### config.mk
export PLATFORM = sky130hd
export DESIGN_NAME = ps2_kbd_tx
export DESIGN_NICKNAME = d
export VERILOG_FILES = /design/src/rtl/ps2_kbd_tx.sv
export SDC_FILE = /design/constraint.sdc
export NUM_CORES = 1
export LEC_CHECK = 0
export CORE_MARGIN = 1
export CORE_UTILIZATION = 54
export CTS_BUF_LIST = sky130_fd_sc_hd__clkbuf_4 sky130_fd_sc_hd__clkbuf_8 sky130_fd_sc_hd__clkbuf_16
export CTS_CLUSTER_DIAMETER = 60
export DETAILED_ROUTE_END_ITERATION = 8
export GPL_TIMING_DRIVEN = 0
export PLACE_DENSITY_LB_ADDON = 0.2
export SYNTH_ARGS = -nofsm -noshare
export SYNTH_HDL_FRONTEND = slang
export SYNTH_SLANG_ARGS = --single-unit
### constraint.sdc
create_clock -name clk -period 1.9 [get_ports clk]
set_input_delay 0.57 -clock clk [delete_from_list [all_inputs] [get_ports clk]]
set_output_delay 0.57 -clock clk [all_outputs]
set_load 0.005 [all_outputs]
### src/rtl/ps2_kbd_tx.sv
// ps2_kbd_tx: converts ASCII key events into PS/2 scan-code set 2 frames.
// A make event sends one frame with the scan code. A break event sends F0,
// then an inter-byte gap, then the scan code. Every frame is followed by a
// gap with both lines released high.
`timescale 1ns/1ps
module ps2_kbd_tx #(
  parameter int CLK_DIV  = 50,
  parameter int BYTE_GAP = 100
) (
  input  logic       clk,
  input  logic       rst,
  input  logic       key_valid,
  input  logic [7:0] key_ascii,
  input  logic       key_release,
  output logic       key_ready,
  output logic       ps2_clk,
  output logic       ps2_data,
  output logic       busy,
  output logic       err_unmapped
);

  typedef enum logic [1:0] {
    IDLE = 2'd0,
    SEND = 2'd1,
    GAP  = 2'd2
  } state_t;

  // 17 bits holds any terminal count up to 65535 without wrapping
  localparam logic [16:0] HALF_LAST = 17'(CLK_DIV - 1);
  localparam logic [16:0] GAP_LAST  = 17'(BYTE_GAP - 1);
  localparam logic [7:0]  BREAK_PREFIX = 8'hF0;

  state_t      r_state;
  state_t      w_nextState;
  logic [16:0] r_cnt;
  logic        r_half;
  logic [3:0]  r_bitIdx;
  logic [7:0]  r_byte;
  logic [7:0]  r_code;
  logic        r_pending;
  logic        r_err;

  logic [8:0]  w_map;
  logic        w_mapped;
  logic [7:0]  w_scan;
  logic        w_accept;
  logic        w_halfEnd;
  logic        w_frameEnd;
  logic        w_gapEnd;
  logic        w_bitVal;

  // ASCII to scan code set 2; bit 8 flags a valid mapping
  function automatic logic [8:0] mapAscii(input logic [7:0] a);
    logic [8:0] m;
    m = 9'h000;
    case (a)
      8'h31: m = 9'h116;  8'h32: m = 9'h11E;  8'h33: m = 9'h126;
      8'h34: m = 9'h125;  8'h35: m = 9'h12E;  8'h36: m = 9'h136;
      8'h37: m = 9'h13D;  8'h38: m = 9'h13E;  8'h39: m = 9'h146;
      8'h30: m = 9'h145;
      8'h61: m = 9'h11C;  8'h62: m = 9'h132;  8'h63: m = 9'h121;
      8'h64: m = 9'h123;  8'h65: m = 9'h124;  8'h66: m = 9'h12B;
      8'h67: m = 9'h134;  8'h68: m = 9'h133;  8'h69: m = 9'h143;
      8'h6A: m = 9'h13B;  8'h6B: m = 9'h142;  8'h6C: m = 9'h14B;
      8'h6D: m = 9'h13A;  8'h6E: m = 9'h131;  8'h6F: m = 9'h144;
      8'h70: m = 9'h14D;  8'h71: m = 9'h115;  8'h72: m = 9'h12D;
      8'h73: m = 9'h11B;  8'h74: m = 9'h12C;  8'h75: m = 9'h13C;
      8'h76: m = 9'h12A;  8'h77: m = 9'h11D;  8'h78: m = 9'h122;
      8'h79: m = 9'h135;  8'h7A: m = 9'h11A;
      default: m = 9'h000;
    endcase
    return m;
  endfunction

  assign w_map        = mapAscii(key_ascii);
  assign w_mapped     = w_map[8];
  assign w_scan       = w_map[7:0];
  assign w_accept     = key_valid && (r_state == IDLE);
  assign w_halfEnd    = (r_state == SEND) && (r_cnt == HALF_LAST);
  assign w_frameEnd   = w_halfEnd && r_half && (r_bitIdx == 4'd10);
  assign w_gapEnd     = (r_state == GAP) && (r_cnt == GAP_LAST);
  assign err_unmapped = r_err;

  // Selects the line level for the current bit slot: start, LSB-first data, odd parity, stop
  always_comb begin
    w_bitVal = 1'b1;
    case (r_bitIdx)
      4'd0:    w_bitVal = 1'b0;
      4'd1:    w_bitVal = r_byte[0];
      4'd2:    w_bitVal = r_byte[1];
      4'd3:    w_bitVal = r_byte[2];
      4'd4:    w_bitVal = r_byte[3];
      4'd5:    w_bitVal = r_byte[4];
      4'd6:    w_bitVal = r_byte[5];
      4'd7:    w_bitVal = r_byte[6];
      4'd8:    w_bitVal = r_byte[7];
      4'd9:    w_bitVal = ~^r_byte;
      default: w_bitVal = 1'b1;
    endcase
  end

  // State register
  always_ff @(posedge clk or posedge rst) begin
    if (rst) begin
      r_state <= IDLE;
    end else begin
      r_state <= w_nextState;
    end
  end

  // Next-state logic and line/handshake outputs; lines idle high outside SEND
  always_comb begin
    w_nextState = r_state;
    key_ready   = 1'b0;
    busy        = 1'b1;
    ps2_clk     = 1'b1;
    ps2_data    = 1'b1;
    case (r_state)
      IDLE: begin
        key_ready = 1'b1;
        busy      = 1'b0;
        if (w_accept && w_mapped) begin
          w_nextState = SEND;
        end
      end
      SEND: begin
        ps2_clk  = ~r_half;
        ps2_data = w_bitVal;
        if (w_frameEnd) begin
          w_nextState = GAP;
        end
      end
      GAP: begin
        if (w_gapEnd) begin
          w_nextState = r_pending ? SEND : IDLE;
        end
      end
      default: begin
        w_nextState = IDLE;
      end
    endcase
  end

  // Datapath: latches the event, walks half-periods and bit slots, times the gap
  always_ff @(posedge clk or posedge rst) begin
    if (rst) begin
      r_cnt     <= '0;
      r_half    <= 1'b0;
      r_bitIdx  <= '0;
      r_byte    <= '0;
      r_code    <= '0;
      r_pending <= 1'b0;
      r_err     <= 1'b0;
    end else begin
      r_err <= w_accept && !w_mapped;
      case (r_state)
        IDLE: begin
          r_cnt    <= '0;
          r_half   <= 1'b0;
          r_bitIdx <= '0;
          if (w_accept && w_mapped) begin
            r_code    <= w_scan;
            r_pending <= key_release;
            r_byte    <= key_release ? BREAK_PREFIX : w_scan;
          end
        end
        SEND: begin
          if (w_halfEnd) begin
            r_cnt  <= '0;
            r_half <= ~r_half;
            if (r_half) begin
              r_bitIdx <= (r_bitIdx == 4'd10) ? 4'd0 : r_bitIdx + 4'd1;
            end
          end else begin
            r_cnt <= r_cnt + 17'd1;
          end
        end
        GAP: begin
          if (w_gapEnd) begin
            r_cnt    <= '0;
            r_half   <= 1'b0;
            r_bitIdx <= '0;
            if (r_pending) begin
              r_byte    <= r_code;
              r_pending <= 1'b0;
            end
          end else begin
            r_cnt <= r_cnt + 17'd1;
          end
        end
        default: begin
          r_cnt    <= '0;
          r_half   <= 1'b0;
          r_bitIdx <= '0;
        end
      endcase
    end
  end

endmodule

==> results of run 1 <==
[critical path: stages (launching register included)]
cell and delay [ps]:
dfrtp_1 420, xnor2_1 200, xnor2_1 160, xnor2_1 160
nor2_1 70, xnor2_1 120, o311ai_1 200, buf_2 150
[synth_stat cells, types with 3 or more instances]
master / count / area [um^2]
o21ai_1: 3 / 15.0
nand4_1: 5 / 31.3
buf_2: 8 / 40.0
nand2_1: 37 / 139
and3_1: 5 / 31.3
inv_1: 17 / 63.8
nor4_4: 3 / 63.8
o31ai_1: 3 / 22.5
mux2_4: 5 / 75.1
o21ai_0: 16 / 80.1
a31oi_1: 4 / 25.0
nor2_1: 33 / 124
o41ai_1: 3 / 26.3
a21oi_1: 10 / 50.1
xor2_1: 12 / 105
nand2b_1: 11 / 68.8
mux2_1: 3 / 33.8
nor3_1: 4 / 20.0
o22ai_1: 3 / 18.8
xnor2_1: 11 / 96.3
mux2_2: 4 / 45.0
o211ai_1: 3 / 22.5
clkbuf_1: 6 / 22.5
nand3_1: 9 / 45.0
a22oi_1: 3 / 22.5
a22o_1: 3 / 26.3
mux2i_1: 3 / 30.0
dfrtp_1: 41 / 1030
a21o_1: 4 / 30.0
ha_1: 11 / 138
[area by class of cell]
type	instances	area [um^2]	share of cell area, %
Sequential cell	41	1030	26.0
Buffer	11	92.6	2.34
Multi-Input combinational cell	246	1930	48.7
Tap cell	70	87.6	2.21
Inverter	18	82.6	2.08
Timing Repair Buffer	66	621	15.7
Clock inverter	1	30.0	0.757
Clock buffer	7	90.1	2.27
[where the power goes]
group          switching [W]  internal, W
combinational        0.00121      0.00137
sequential          0.000164      0.00106
clock               0.000312     0.000443
[metrics by stage]
step           total power [W]  utilization [%]
6_report               0.00455             77.6
3_5_place_dp           0.00275             61.7
4_1_cts                0.00404             72.5
5_1_grt                0.00477             77.6
3_3_place_gp           0.00270             61.7
2_1_floorplan          0.00234                -
[state kept, by name, indices dropped and copies added, names as in the netlist]
signal	cells
r_pending	1
r_half	1
r_cnt	17
r_byte	8
r_bitIdx	4
err_unmapped	1
r_state	2
r_code	7
[placed cells by master, fill, tap and decap left out, types with 6 or more instances in the layout]
cell type	n
buf_4	41
dfrtp_1	37
nor2_1	33
nand2_1	30
buf_6	12
o21ai_0	12
xor2_1	12
xnor2_1	11
nand2b_1	10
inv_1	9
nand3_1	9
mux2_4	8
a21oi_1	8
inv_2	6
clkbuf_8	6
[kinds of logic after synthesis]
group | after synthesis
muxes | 16
DFF | 41
and+or+nand+nor | 122
adders and majority gates | 11
buffers and inverters | 33
xor gates and xnor gates | 23
AOI/OAI and AO/OA | 74
[layer usage]
layer | GRT usage, % | vias to the layer above
li1 | - | 1274
met1 | 35.4 | 1370
met2 | 46.7 | 136
met3 | 4.95 | 16
met4 | 5.87 | 0
met5 | 0 | -
[final timing paths]
check / from / to / slack, ps / depth (start not counted)
max: r_byte[2] / ps2_data / -450 / 7
min: r_code[4] / r_code[4] / 490 / 1
max reg2reg: r_state[0] / r_byte[3] / -120 / 8
min reg2reg: r_code[4] / r_code[4] / 490 / 1
max in group asynchronous: rst / r_state[0] / 540 / 2
min in group asynchronous: rst / r_cnt[13] / 760 / 2
[what timing repair did]
item                       4_1_cts  5_1_grt
cloned                           0        2
pin swaps                       26       24
setup buffers                   34       18
setup endpoints to repair       34       34
resized for setup               88       46
==> results.ini, run 1 <==
[die]
core_area_um2=5110
die_w_um=75.0
die_area_um2=5620
row_count=26
initial_core_util_pct=56.3
ios=17
die_h_um=75.0

[min_path]
hp-class=reg2reg

[sta]
tns_ps=-2450
worst_pin_slew_ps=860
clock_skew_ps=10.2
rsz0062_at_grt=true
layout_worst_path_cycle_share_pct=124
holdWs_ps=486
hold_viol_final=0
final.setup.worst_slack_ps=-454
post-route-min-period_ps=2350
slew_headroom_pct=42.6
max_freq_mhz=425
slew_viol_final=0
finalSetupViolCount=15

[detailed_routing]
detail-route-antenna-nets=0
viasPerCell=6.08
drc_errors=0
wl_per_cell_um=17.4
met2_wirelength_um=4090
wl_met3_um=475
first_iter_violations=234
dr.max_layer_used=met4
vias=2796
routed_wl_um=8030
wl_met1_um=3340
dr.pass1.iters=5

[final_layout]
drive_gt1_share_pct=36.4
fin_nets=412
n_fill_cell=345
stdcell_area_um2=3970
antennaDiodeCount=0
synthToLayoutAreaGrowth_pct=38.0
final_cells=460

[placed_design]
pre_cts_ws_ps=-1290
place_congestion=0.925
port_buffers=15
hpwl_um=4580
placed_area_um2=3150
dp.cells=405

[cts]
cts_tree=done
cts-htree-levels=2
cts_made_buffers=5
cts_hold_buf=0
path_clk_slew_ps=80
insertion_delay_ps=300
clock_sink_count=41
clockBufferDepth=2
cts_root_buf=clkbuf_8

[synth]
synthCells=320
yosys_most_used_dff=dfrtp_1
synth_xor_area_share_pct=7.01
synth_top_family_by_area=simple AND/OR/NAND/NOR gates
syn-num-nets=343
synth_edf_count=0
synth_compound_area_share_pct=18.1
ys_async_sr_fraction_pct=100
ys_seq_area_share_pct=35.7
yosys_warnings=0
synth-seq-cells=41
netlist_area_um2=2870
avgSynthCellArea_um2=8.98
synthMuxAreaShare_pct=7.18
synth_fa_ha_area_share_pct=4.79
synth-simple-area-share_pct=22.3
synth_cell_types=60

[setup_path]
end_kind=primary output
cp_max_fo=3
worst-setup-path-type=reg2out
crit_path_start_kind=flip-flop
crit_arrival_ps=1780
worst_ep_required_time_ps=1330

[global_route]
first_global_vias=2400
antenna_found_initial=0
grt_max_degree=42
grt.total_usage_pct=27.0
grt_pass1_wl_um=11400
grt_overflow=0

[flow_run]
max_cap_violations=0

[outcome]
outcome=finished, violations left
violations=setup timing

[power]
p_per_area_nw_per_um2=1150
vdd_ir_drop_max_mv=0.829
p_leak_nw=1.79

Note: power is estimated with default switching activity, not from simulation.
==> run 2, diff against run 1 <==
--- a/config.mk
+++ b/config.mk
@@ -12,6 +12,7 @@
 export DETAILED_ROUTE_END_ITERATION = 8
 export GPL_TIMING_DRIVEN = 0
 export PLACE_DENSITY_LB_ADDON = 0.2
+export SKIP_CTS_REPAIR_TIMING = 1
 export SYNTH_ARGS = -nofsm -noshare
 export SYNTH_HDL_FRONTEND = slang
 export SYNTH_SLANG_ARGS = --single-unit
==> run 2 against run 1 <==
Compared with the run above:
- the run still ends with setup timing left
- total power decreased by 9.0%
- first-iteration DRC count is 8.1% lower
- core utilization down 4.6 points
- wire length shrank 9.2%
- setup slack lost 32 ps
- sequential share of layout area rose by 1.6 points
- largest cell class unchanged
==> results.ini, run 2 (same netlist as run 1, synthesis figures left out) <==
[setup_path]
reg2reg_to=r_byte[3]
worst-setup-path-type=reg2out
crit_arrival_ps=1820  ; +40 ps
end_kind=primary output
cp_common_cell=xnor2_1
crit_chain=xor2_1 > xnor2_1 > xnor2_1 > nor2_1 > xnor2_1 > o311ai_1 > buf_2
rr_worst_depth=8  ; unchanged
cp_max_fo=3  ; unchanged
slowest_delay_ps=420  ; about the same
slowest_stage=dfrtp_1
worstReg2RegStart=r_cnt[10]
crit_path_start_kind=flip-flop
rrSetupSlack_ps=-310  ; -190 ps
worst_ep_required_time_ps=1330  ; about the same

[final_layout]
layout_commonest_cell=dfrtp_1
n_fill_cell=388  ; +12%
largest_register_ffs=17  ; unchanged
fin_nets=395  ; -4.1%
antennaDiodeCount=0  ; unchanged
final_cells=443  ; -3.7%
top_register=r_cnt
post-route-util_pct=73.0  ; -4.6 points
drive_gt1_share_pct=30.6  ; -5.8 points
stdcell_area_um2=3730  ; -5.9%
reg_top3=r_cnt (17), r_byte (8), r_code (7)
synthToLayoutAreaGrowth_pct=29.8
layout_common_cells=dfrtp_1 (38), nand2_1 (34), nor2_1 (33), buf_4 (32), o21ai_0 (15)

[power]
p_int_w=0.00262  ; -8.8%
p_seq_share_pct=29.6  ; +2.8 points
p_leak_nw=1.69  ; -5.8%
power_frac_clock_pct=18.1  ; +1.5 points
p_per_area_nw_per_um2=1110  ; -3.3%
p_switching_w=0.00153  ; -9.4%
vdd_ir_drop_max_mv=0.851  ; +2.7%
comb_power_share_pct=52.2  ; -4.4 points
switching_share_pct=36.8  ; -0.16 points

[sta]
post-route-min-period_ps=2390  ; +31.5 ps
holdWs_ps=488  ; +1.90 ps
final.setup.worst_slack_ps=-486  ; -31.5 ps
rsz0062_at_grt=true
hold_viol_final=0  ; unchanged
max_freq_mhz=419  ; -1.3%
slew_headroom_pct=42.9  ; +0.30 points
worst_pin_slew_ps=855  ; -4.56 ps
tns_ps=-3600  ; -1150 ps
finalSetupViolCount=15  ; unchanged
layout_worst_path_cycle_share_pct=126  ; +1.7 points
clock_skew_ps=12.2  ; +2.02 ps
slew_viol_final=0  ; unchanged

[cts]
cts_root_buf=clkbuf_8
cts_made_buffers=5  ; unchanged
cts_tree=done
path_clk_slew_ps=90  ; about the same
insertion_delay_ps=300  ; about the same
cts-htree-levels=2  ; unchanged
clockBufferDepth=2  ; unchanged
clock_sink_count=41  ; unchanged

[global_route]
grt.total_usage_pct=24.3  ; -2.7 points
first_global_vias=2181  ; -9.1%
grt_pass1_wl_um=10300  ; -9.7%
grt_max_degree=42  ; unchanged
antenna_found_initial=0  ; unchanged
grt_overflow=0  ; unchanged

[placed_design]
place_congestion=0.925  ; unchanged
placed_area_um2=3150  ; unchanged
hpwl_um=4580  ; unchanged
port_buffers=15  ; unchanged
dp.cells=405  ; unchanged

[die]
die_h_um=75.0  ; unchanged
row_count=26  ; unchanged
ios=17  ; unchanged
core_area_um2=5110  ; unchanged
die_w_um=75.0  ; unchanged
die_area_um2=5620  ; unchanged
initial_core_util_pct=56.3  ; unchanged

[min_path]
hold_depth=1  ; unchanged
hp-class=reg2reg
min_to=r_code[4]
hp-start=r_code[4]

[detailed_routing]
dr.pass1.iters=5  ; unchanged
detail-route-antenna-nets=0  ; unchanged
vias=2660  ; -4.9%
viasPerCell=6.00  ; -1.2%
drc_errors=0  ; unchanged
first_iter_violations=215  ; -8.1%
routed_wl_um=7290  ; -9.2%
wl_per_cell_um=16.5  ; -5.7%

[flow_run]
max_cap_violations=0  ; unchanged

[outcome]
violations=setup timing
outcome=finished, violations left

-- run 2: cell types whose count changed in the layout (fill, tap and decap cells not counted), moves of 3 or more --
cell            before  now
buf_4               41   32
buf_6               12    6
clkbuf_2             1    5
dlymetal6s2s_1       1    5
nand2_1             30   34
nand2_2              5    1
o21ai_0             12   15
o21ai_2              5    2
-- run 2: final cells by class --
type	count	area, um^2	area share (%)
clock buffers	7	90.1	2.42
clock inverters	1	30.0	0.805
inverters	18	75.1	2.01
flip-flops and latches	41	1030	27.6
well taps	70	87.6	2.35
multi-input cells	246	1910	51.2
plain buffers	12	83.8	2.25
repair buffers	48	425	11.4
-- run 2: through the flow --
step / power [W] / setup slack [ps]
final: 0.00414 / -486
after detailed placement: 0.00275 / -1290
after global placement: 0.00270 / -1240
after CTS: 0.00350 / -984
after floorplan: 0.00234 / -364
after global routing: 0.00437 / -613
-- run 2: how the worst max path moves through the flow --
stage / startpoint / to / cells after the start
floorplan: key_ascii[0] / r_byte[0] / 8
global placement: key_ascii[1] / r_byte[5] / 9
detailed placement: key_ascii[1] / r_byte[3] / 9
CTS: key_ascii[1] / r_byte[3] / 9
global route: r_byte[0] / ps2_data / 7
finish: r_byte[0] / ps2_data / 7
-- run 2: critical path, delay by kind of cell (launching register included) --
kind	cells	cell delay, ps
buffers and inverters	1	150
xor gates and xnor gates	4	670
AOI/OAI and AO/OA	1	200
DFF	1	420
and+or+nand+nor	1	70
-- run 2: power groups by stage --
stage	registers, W	clock network [W]	logic (W)
floorplan	0.00118	0	0.00116
finish	0.00123	0.000752	0.00216
detailed placement	0.00122	0	0.00153
CTS	0.00121	0.000755	0.00153
global route	0.00125	0.000793	0.00233
global placement	0.00121	0	0.00149
-- run 2: per-layer routing --
metal,GRT usage [%],part of all wire [%],up-vias
met5,0,0,-
met2,40.0,50,116
met4,6.29,2.2,0
met1,33.6,42,1285
li1,-,-,1238
met3,3.61,5.5,21
==> run 3, diff against run 2 <==
--- a/config.mk
+++ b/config.mk
@@ -5,7 +5,7 @@
 export SDC_FILE = /design/constraint.sdc
 export NUM_CORES = 1
 export LEC_CHECK = 0
-export CORE_MARGIN = 1
+export CORE_MARGIN = 2
 export CORE_UTILIZATION = 54
 export CTS_BUF_LIST = sky130_fd_sc_hd__clkbuf_4 sky130_fd_sc_hd__clkbuf_8 sky130_fd_sc_hd__clkbuf_16
 export CTS_CLUSTER_DIAMETER = 60
==> run 3 against run 2 <==
Compared with the run above:
- the run still ends with setup timing left
- critical path depth unchanged
- global-route usage down 1.2 points
- wire length down 2.7%
- clock-buffer cell count down 1
- sequential power about the same
- highest routed layer unchanged
==> results.ini, run 3 (same netlist as run 1, synthesis figures left out) <==
[final_layout]
top_register=r_cnt
largest_register_ffs=17  ; unchanged
reg_top3=r_cnt (17), r_byte (8), r_code (7)
drive_gt1_share_pct=30.7  ; +0.10 points
antennaDiodeCount=0  ; unchanged
fin_nets=385  ; -2.5%
layout_commonest_cell=nand2_1
multi_input_comb_area_um2=1910  ; +0.26%
ff_latch_area_um2=1040  ; +0.73%
post-route-util_pct=71.2  ; -1.8 points
synthToLayoutAreaGrowth_pct=26.5
layout_common_cells=nand2_1 (35), nor2_1 (32), dfrtp_1 (32), buf_4 (22), o21ai_0 (15)
n_fill_cell=401  ; +3.4%

[setup_path]
cp_max_fo=3  ; unchanged
cp.depth=7  ; unchanged
cp_common_cell=xnor2_1
slowest_delay_ps=420  ; about the same
rrSetupSlack_ps=-160  ; +150 ps
reg2reg_to=r_byte[0]
worst-setup-path-type=reg2out
crit_chain=xor2_1 > xnor2_1 > xnor2_1 > nor2_1 > xnor2_1 > o311ai_1 > buf_2
crit_buf_inv=1  ; unchanged
end_kind=primary output
path_delay_family=XOR/XNOR gates
endpoint=ps2_data
crit_path_start_kind=flip-flop
worst_ep_required_time_ps=1330  ; about the same
crit_arrival_ps=1920  ; +100 ps
rr_worst_depth=7  ; -1
slowest_stage=dfrtp_1
cp-startpoint=r_byte[0]
worstReg2RegStart=r_state[1]

[die]
core_area_um2=5110  ; unchanged
initial_core_util_pct=56.3  ; unchanged
die_w_um=77.0  ; +2.7%
ios=17  ; unchanged
row_count=26  ; unchanged
die_h_um=77.0  ; +2.7%
die_area_um2=5920  ; +5.4%

[power]
total_power_w=0.00380  ; -8.2%
p_leak_nw=1.62  ; -3.7%
p_per_area_nw_per_um2=1050  ; -5.8%
vdd_ir_drop_max_mv=0.531  ; -38%

[sta]
clock_skew_ps=12.0  ; -0.282 ps
slew_headroom_pct=42.0  ; -0.88 points
finalSetupViolCount=14  ; -1
worst_pin_slew_ps=868  ; +13.1 ps
final.setup.worst_slack_ps=-590  ; -105 ps
slew_viol_final=0  ; unchanged
rsz0062_at_grt=true
hold_viol_final=0  ; unchanged
max_freq_mhz=402  ; -4.2%
post-route-min-period_ps=2490  ; +105 ps
layout_worst_path_cycle_share_pct=131  ; +5.5 points

[outcome]
violations=setup timing
outcome=finished, violations left

[placed_design]
pre_cts_ws_ps=-1260  ; +30.6 ps
place_congestion=0.928  ; +0.26%
hpwl_um=4530  ; -1.1%
port_buffers=15  ; unchanged

[flow_run]
max_cap_violations=0  ; unchanged

[cts]
clock_sink_count=41  ; unchanged
cts_root_buf=clkbuf_8
clockBufferDepth=2  ; unchanged
path_clk_slew_ps=80  ; about the same
insertion_delay_ps=300  ; about the same
cts-htree-levels=2  ; unchanged
cts_tree=done
cts_made_buffers=5  ; unchanged

[detailed_routing]
drc_errors=0  ; unchanged
dr.pass1.iters=4  ; -1
detail-route-antenna-nets=0  ; unchanged
viasPerCell=5.95  ; -0.96%
first_iter_violations=229  ; +6.5%
vias=2569  ; -3.4%
wl_per_cell_um=16.4  ; -0.23%
routed_wl_um=7090  ; -2.7%

[global_route]
grt_max_degree=42  ; unchanged
grt_pass1_wl_um=11200  ; +8.5%
first_global_vias=2430  ; +11%
grt_overflow=0  ; unchanged
grt.total_usage_pct=23.1  ; -1.2 points
antenna_found_initial=0  ; unchanged

[min_path]
hp-start=r_code[4]
hp-class=reg2reg

[run 3: worst min path at each step]
stage,endpoint,slack [ps],cells after the start
floorplan,r_code[4],440,1
global placement,r_code[4],450,1
detailed placement,r_code[4],460,1
CTS,r_code[4],480,1
global route,r_code[4],510,1
finish,r_code[4],480,1
[run 3: layer usage]
metal	part of all wire [%]	GRT usage [%]
met5	0	0
met4	1.4	6.36
met3	5.8	5.29
met2	49	36.8
met1	43	31.5
[run 3: where the power goes]
part	switching (W)	internal (W)	total, W
Combinational	0.00100	0.000984	0.00199
Sequential	0.000164	0.00105	0.00122
Clock	0.000312	0.000287	0.000599
Total	0.00148	0.00232	0.00380
[run 3: layout make-up]
| cell class | count | area share [%] |
|---|---|---|
| well taps | 70 | 2.41 |
| clock inverters | 1 | 0.206 |
| plain buffers | 12 | 2.51 |
| clock buffers | 6 | 2.27 |
| flip-flops and latches | 41 | 28.5 |
| repair buffers | 38 | 9.39 |
| multi-input cells | 246 | 52.6 |
| inverters | 18 | 2.06 |
[run 3: through the flow]
step | hold WS (ps) | cell area [um^2] | setup TNS [ps] | instances
2_1_floorplan | 442 | 2910 | -3000 | 320
5_1_grt | 510 | 3640 | -4650 | 432
4_1_cts | 477 | 3240 | -19240 | 412
3_5_place_dp | 461 | 3150 | -23400 | 405
6_report | 476 | 3640 | -3400 | 432
3_3_place_gp | 454 | 3150 | -41950 | 405
